==> config.mk <==
export PLATFORM = sky130hd
export DESIGN_NAME = mem_dump_reader_flat
export DESIGN_NICKNAME = d
export VERILOG_FILES = /design/src/rtl/mem_dump_reader_if.sv /design/src/rtl/mem_dump_reader.sv /design/src/flat_wrapper.sv
export SDC_FILE = /design/constraint.sdc
export NUM_CORES = 1
export LEC_CHECK = 0
export ABC_AREA = 1
export CORE_MARGIN = 2
export CORE_UTILIZATION = 53
export DETAILED_ROUTE_END_ITERATION = 12
export PLACE_DENSITY = 0.95
export SLEW_MARGIN = 20
export SYNTH_ARGS = -nofsm -noshare
export SYNTH_HDL_FRONTEND = slang
export SYNTH_SLANG_ARGS = --single-unit
==> constraint.sdc <==
create_clock -name clk -period 2.2 [get_ports clk]
set_input_delay 0.44 -clock clk [delete_from_list [all_inputs] [get_ports clk]]
set_output_delay 0.44 -clock clk [all_outputs]
set_load 0.01 [all_outputs]
==> src/rtl/mem_dump_reader_if.sv <==
// mem_dump_reader_if
// Bundles the dump request/status, the data RAM debug read port and the
// byte handshake toward the UART transmitter.
// master : the dump reader (drives RAM read requests and transmit bytes)
// slave  : the environment (RAM model, transmitter, halt logic)
interface mem_dump_reader_if #(
   parameter int len    = 32,
   parameter int ADDR_W = 11
);
   logic              start;
   logic              mem_rd_en;
   logic [ADDR_W-1:0] mem_addr;
   logic [len-1:0]    mem_data;
   logic [7:0]        tx_data;
   logic              tx_valid;
   logic              tx_ready;
   logic              busy;
   logic              done;

   modport master (
      input  start,
      input  mem_data,
      input  tx_ready,
      output mem_rd_en,
      output mem_addr,
      output tx_data,
      output tx_valid,
      output busy,
      output done
   );

   modport slave (
      output start,
      output mem_data,
      output tx_ready,
      input  mem_rd_en,
      input  mem_addr,
      input  tx_data,
      input  tx_valid,
      input  busy,
      input  done
   );
endinterface

==> src/rtl/mem_dump_reader.sv <==
// mem_dump_reader
// Post-halt debug reader for the MIPS data memory. On start it walks the data
// RAM debug port from word 0 to N_WORDS-1 and sends every word MSB byte first
// over a valid/ready byte handshake to the UART transmitter.
// Optional feature: define MEM_DUMP_HEADER_EN to prefix the dump with a single
// 8'hA5 marker byte (extra HDR state between IDLE and READ).
//
// Byte handshake: tx_valid high means tx_data holds a byte for the transmitter.
// A byte moves on every rising edge where tx_valid and tx_ready are both 1.
// Once tx_valid rises it stays high with tx_data unchanged until that transfer.
module mem_dump_reader #(
   parameter int len     = 32,
   parameter int N_WORDS = 2048,
   parameter int ADDR_W  = $clog2(N_WORDS)
) (
   input  logic                 clk,
   input  logic                 reset,
   mem_dump_reader_if.master    bus,
   output logic [2:0]           o_state
);

   localparam int BYTES  = len / 8;
   localparam int BCNT_W = (BYTES > 1) ? $clog2(BYTES) : 1;
   localparam logic [BCNT_W-1:0] LAST_BYTE = BCNT_W'(BYTES - 1);
   localparam logic [ADDR_W-1:0] LAST_WORD = ADDR_W'(N_WORDS - 1);
   localparam logic [7:0]        HDR_BYTE  = 8'hA5;

   typedef enum logic [2:0] {
      S_IDLE = 3'd0,
      S_READ = 3'd1,
      S_WAIT = 3'd2,
      S_SEND = 3'd3,
`ifdef MEM_DUMP_HEADER_EN
      S_HDR  = 3'd5,
`endif
      S_DONE = 3'd4
   } state_t;

   state_t              r_state;
   state_t              w_next_state;
   logic [ADDR_W-1:0]   r_idx;
   logic [BCNT_W-1:0]   r_byte_cnt;
   logic [len-1:0]      r_shift;

   logic                w_mem_rd_en;
   logic                w_tx_valid;
   logic [7:0]          w_tx_data;
   logic                w_busy;
   logic                w_done;
   logic                w_xfer;
   logic                w_last_byte;
   logic                w_last_word;

   // A byte leaves the shift register only in SEND; the header byte is
   // handled purely by the FSM.
   assign w_xfer      = (r_state == S_SEND) && bus.tx_ready;
   assign w_last_byte = (r_byte_cnt == LAST_BYTE);
   assign w_last_word = (r_idx == LAST_WORD);

   // State register; reset abandons any dump in progress.
   always_ff @(posedge clk or posedge reset) begin
      if (reset) begin
         r_state <= S_IDLE;
      end else begin
         r_state <= w_next_state;
      end
   end

   // Word index, byte counter and the word shift register.
   always_ff @(posedge clk or posedge reset) begin
      if (reset) begin
         r_idx      <= '0;
         r_byte_cnt <= '0;
         r_shift    <= '0;
      end else begin
         case (r_state)
            S_IDLE: begin
               if (bus.start) begin
                  r_idx      <= '0;
                  r_byte_cnt <= '0;
               end
            end
            S_WAIT: begin
               // Registered RAM: data for the READ cycle is valid now.
               r_shift    <= bus.mem_data;
               r_byte_cnt <= '0;
            end
            S_SEND: begin
               if (w_xfer) begin
                  r_shift    <= r_shift << 8;
                  r_byte_cnt <= r_byte_cnt + 1'b1;
                  // Index only advances when another word follows, so it
                  // never wraps and mem_addr keeps the last word afterwards.
                  if (w_last_byte && !w_last_word) begin
                     r_idx <= r_idx + 1'b1;
                  end
               end
            end
            default: begin
            end
         endcase
      end
   end

   // Next-state and output decode.
   always_comb begin
      w_next_state = r_state;
      w_mem_rd_en  = 1'b0;
      w_tx_valid   = 1'b0;
      w_tx_data    = 8'h00;
      w_busy       = 1'b0;
      w_done       = 1'b0;
      case (r_state)
         S_IDLE: begin
            if (bus.start) begin
`ifdef MEM_DUMP_HEADER_EN
               w_next_state = S_HDR;
`else
               w_next_state = S_READ;
`endif
            end
         end
`ifdef MEM_DUMP_HEADER_EN
         S_HDR: begin
            w_busy     = 1'b1;
            w_tx_valid = 1'b1;
            w_tx_data  = HDR_BYTE;
            if (bus.tx_ready) begin
               w_next_state = S_READ;
            end
         end
`endif
         S_READ: begin
            w_busy       = 1'b1;
            w_mem_rd_en  = 1'b1;
            w_next_state = S_WAIT;
         end
         S_WAIT: begin
            w_busy       = 1'b1;
            w_next_state = S_SEND;
         end
         S_SEND: begin
            w_busy     = 1'b1;
            w_tx_valid = 1'b1;
            w_tx_data  = r_shift[len-1 -: 8];
            if (w_xfer && w_last_byte) begin
               w_next_state = w_last_word ? S_DONE : S_READ;
            end
         end
         S_DONE: begin
            w_done       = 1'b1;
            w_next_state = S_IDLE;
         end
         default: begin
            w_next_state = S_IDLE;
         end
      endcase
   end

   assign bus.mem_rd_en = w_mem_rd_en;
   assign bus.mem_addr  = r_idx;
   assign bus.tx_valid  = w_tx_valid;
   assign bus.tx_data   = w_tx_data;
   assign bus.busy      = w_busy;
   assign bus.done      = w_done;
   assign o_state       = r_state;

endmodule

==> src/flat_wrapper.sv <==
// flat-port wrapper written by rule: the top's interface ports become plain ports
module mem_dump_reader_flat 
#(
   parameter int len     = 32,
   parameter int N_WORDS = 2048,
   parameter int ADDR_W  = $clog2(N_WORDS)
)
  (clk, reset, o_state, bus_start, bus_mem_data, bus_tx_ready, bus_mem_rd_en, bus_mem_addr, bus_tx_data, bus_tx_valid, bus_busy, bus_done);
  mem_dump_reader_if #(.len(len), .ADDR_W(ADDR_W)) bus_i ();
  input  logic clk;
  input  logic reset;
  output logic [2:0] o_state;
  input wire logic [$bits(bus_i.start)-1:0] bus_start;
  input wire logic [$bits(bus_i.mem_data)-1:0] bus_mem_data;
  input wire logic [$bits(bus_i.tx_ready)-1:0] bus_tx_ready;
  output wire logic [$bits(bus_i.mem_rd_en)-1:0] bus_mem_rd_en;
  output wire logic [$bits(bus_i.mem_addr)-1:0] bus_mem_addr;
  output wire logic [$bits(bus_i.tx_data)-1:0] bus_tx_data;
  output wire logic [$bits(bus_i.tx_valid)-1:0] bus_tx_valid;
  output wire logic [$bits(bus_i.busy)-1:0] bus_busy;
  output wire logic [$bits(bus_i.done)-1:0] bus_done;
  assign bus_i.start = bus_start;
  assign bus_i.mem_data = bus_mem_data;
  assign bus_i.tx_ready = bus_tx_ready;
  assign bus_mem_rd_en = bus_i.mem_rd_en;
  assign bus_mem_addr = bus_i.mem_addr;
  assign bus_tx_data = bus_i.tx_data;
  assign bus_tx_valid = bus_i.tx_valid;
  assign bus_busy = bus_i.busy;
  assign bus_done = bus_i.done;
  mem_dump_reader #(.len(len), .N_WORDS(N_WORDS), .ADDR_W(ADDR_W)) u_core (.clk(clk), .reset(reset), .bus(bus_i), .o_state(o_state));
endmodule
==> metrics.md <==
| Metric | Value |
|---|---|
| GR met3 Demand/Resource | approximately 5.6% |
| Post-DR vias/cell | around 5.2 |
| Worst Hold Margin | about 0.46 ns |
| TritonCTS Buffers | 5 |
| Classification of the worst-slack hold path | input port to async pin |
| Syn. warnings | 0 |
| Max-slew headroom | 67.5% |
| Post-route antenna net violation count | 0 |
| Clock skew after layout | 0.00895 ns |
| Routed wire per std cell | 13.5 um |
| Period utilisation layout | between 90% and 100% |
| Total nets after synthesis | 370 |
| Clock tree from TritonCTS | yes |
| GR Util All Layers | between 20% and 30% |
| Fraction of layout instances using a drive strength above 1 | around 8.4% |
| Root buf cell | sky130_fd_sc_hd__clkbuf_8 |
| Post-synthesis cell type count | 26 |
| Die Area | between 5000 and 6000 um2 |
| Fraction of met1 tracks used by global routing | 31.3% |
| Vias in the first global route | between 2000 and 2500 |
| Crit path time final | roughly 2.2 ns |
| CP Max Fanout | 5 |
| Final hold violation count | 0 |
| Launch point of the worst reg-to-reg path | u_core.bus.mem_addr[0]$_DFFE_PP0P_ |
| DRT Pass-1 Iters | 4 |
| Largest net degree at the start of global routing | 44 |
| Aggregate global routing overflow | 0 |
| Minimum setup slack after placement | between 0.2 and 0.3 ns |
| Most frequent standard cell in the layout excluding fill and tap cells | sky130_fd_sc_hd__nand2_1 |
| Post-Synth XOR/XNOR Area | 0% |
| Hold_buf cts | 0 |
| Initial core utilization | a little over half |
| Cell area after synthesis | roughly 2600 um2 |
| Maximum achievable frequency | 465 MHz |
| CP endpoint kind | primary output |
| Yosys reg bits | 48 |
| Initial DRC Count | between 200 and 300 |
| Max-cap violations | 0 |
| Cell Chain, Critical Path | inv_4 -> nand3_4 -> nor2_1 -> clkdlybuf4s50_1 |
| Mean area per synthesized cell | 7.77 um2 |
| Total wirelength of the detailed-routed design | 6.19 mm |
| Die Span X | roughly 74 um |
| Ratio of total power to cell area | about 1200 nW/um2 |
| Total I/O pin count | 62 |
| Setup-failing EPs final | 0 |
| DIE HEIGHT | roughly 74 um |
| Largest stage delay on the critical path | approximately 0.54 ns |
| Total Neg Setup Slack | 0 ns |
| Most frequent cells in the layout | 74 x sky130_fd_sc_hd__nand2_1, 59 x sky130_fd_sc_hd__clkdlybuf4s50_1, 46 x sky130_fd_sc_hd__dfrtp_1 |
| Longest Clk Path Bufs | 2 |
| Post-DP HPWL | approximately 4.2 mm |
| Critical path required time | around 1.8 ns |
| Compound-gate portion of the synthesized area | 15.9% |
| Final weighted congestion of routability-driven global placement | a little under 0.9 |
| Clock transition at the registers of the reported paths | 0.09 ns |
| Fraction of met2 tracks used by global routing | a little under two fifths |
| Share of the yosys chip area belonging to registers | approximately 47% |
| Total power after layout | just over 4 mW |
| Number of input and output port buffers inserted | 61 |
| Critical path launch point | u_core.o_state[2]$_DFFE_PP0P_ |
| Unrepaired setup endpoints after global routing | no |
| Number of antenna violations at the first check in global routing | 0 |
| Run status | complete, no violations |
| Htree depth | 2 |
| Main combinational cell family by area after synthesis | simple AND/OR/NAND/NOR gates |
| Placeable Area | around 4700 um2 |
| Slowest CP cell | sky130_fd_sc_hd__clkdlybuf4s50_1 |
| Slew at the pin with the worst max-slew slack | a little under 0.5 ns |
| Max-slew violation count | 0 |
| Leakage Power | approximately 1.5 nW |
| Peak supply drop | 0.000944 V |
| Share of synthesized cell area in full adder, half adder and majority cells | less than 1% |
| Via count | 2409 |
| Area growth from synthesis to layout | 30.8% |
| Count of nets after finishing | approximately 430 |
| Element type at the critical path start | register |
| Min setup slack post-route | ~0.048 ns |
| Number of sinks handled by clock tree synthesis | 48 |
| Top Usage Layer GRT | met2 |
| Setup slack of the worst register-to-register path | around 0.36 ns |
| Multiplexer share of the synthesized area | 0% |
| Destination of the worst register-to-register timing path | u_core.bus.mem_addr[7]$_DFFE_PP0P_ |
| Post-synthesis instance total | ~330 |
| Count of inserted antenna diode cells | 0 |
| Path depth of the worst reg2reg path | 9 |
| Critical path class | register to primary output |
| Number of core rows | 25 |
| Skew-Pair Late Insertion Delay | about 0.32 ns |
| Simple logic cell fraction of the synthesized area | 25.0% |
| Arrival time of data at the critical path endpoint | 1.71 ns |
| Wire length of the first global-routing pass | between 9 and 10 mm |
| # DRC | 0 |
report_power, final:
| group | switching [mW] | internal, mW |
|---|---|---|
| logic | 1.27 | 0.818 |
| registers | 0.160 | 1.22 |
| clock network | 0.311 | 0.255 |
| total | 1.74 | 2.29 |
worst max-delay path: cells and delay by family, from the launching register on:
kind | cells | cell delay, ns
and+or+nand+nor | 2 | 0.25
DFF | 1 | 0.46
buffers and inverters | 2 | 0.68
routing by layer:
layer / vias to the layer above / routed length, um
met2: 88 / 2950
met5: - / 0
li1: 1195 / -
met3: 8 / 390
met4: 0 / 102
met1: 1118 / 2740
area by class of cell:
cell class / count / area (um2)
multi-input cells: 217 / 1110
well taps: 67 / 83.8
inverters: 49 / 186
clock inverters: 2 / 15.0
flip-flops and latches: 48 / 1200
clock buffers: 6 / 82.6
repair buffers: 70 / 692
fillers: 358 / 1350
synth_stat cells, drive strengths merged:
cell    instances  area, um2
nand2          76        290
inv            49        184
dfrtp          48       1200
o21ai          39        199
nor2           32        135
nand3          29        168
o211ai         24        180
buf            16        104
a21oi           6       30.0
clkbuf          3       11.3
nand3b          3       22.5
ha              2       25.0
nor3            2       10.0
nand4           1       6.26
nor3b           1       7.51
or2             1       6.26
worst max path at each step:
stage | end | slack [ns] | cells after the start
after CTS | bus_tx_data[5] | 0.05 | 4
after detailed placement | u_core.r_shift[19]$_DFFE_PP0P_ | 0.27 | 6
after floorplan | u_core.bus.mem_addr[0]$_DFFE_PP0P_ | 0.62 | 1
after global routing | bus_tx_data[5] | 0.002 | 4
after global placement | bus_tx_data[5] | 0.32 | 4
final | bus_tx_data[5] | 0.05 | 4
stage by stage:
step | instance area [um2] | cells | util (%)
5_1_grt | 3380 | 459 | 71.5
2_1_floorplan | 2580 | 332 | -
3_3_place_gp | 3250 | 450 | 68.7
3_5_place_dp | 3250 | 450 | 68.7
4_1_cts | 3350 | 458 | 70.9
6_report | 3380 | 459 | 71.5
state kept, by name, summed over array words and instances (netlist names):
| name | cells |
|---|---|
| u_core.o_state | 3 |
| u_core.r_shift | 32 |
| u_core.bus.mem_addr | 11 |
| u_core.r_byte_cnt | 2 |
timing repair:
action / in CTS / in global routing
gates cloned: 0 / 1
setup buffers: 0 / 0
gates resized for setup: 3 / 5
endpoints found under the hold margin: 0 / 0
setup endpoints to repair: 10 / 8
logic make-up (layout without fill, tap and decap cells):
logic type               Yosys count  in the layout
buffers and inverters             68            127
AO/OA/AOI/OAI                     69             69
AND/OR/NAND/NOR                  145            146
flip-flops                        48             48
adder cells (fa/ha/maj)            2              2
No activity file was read; power rests on OpenSTA's default activity.
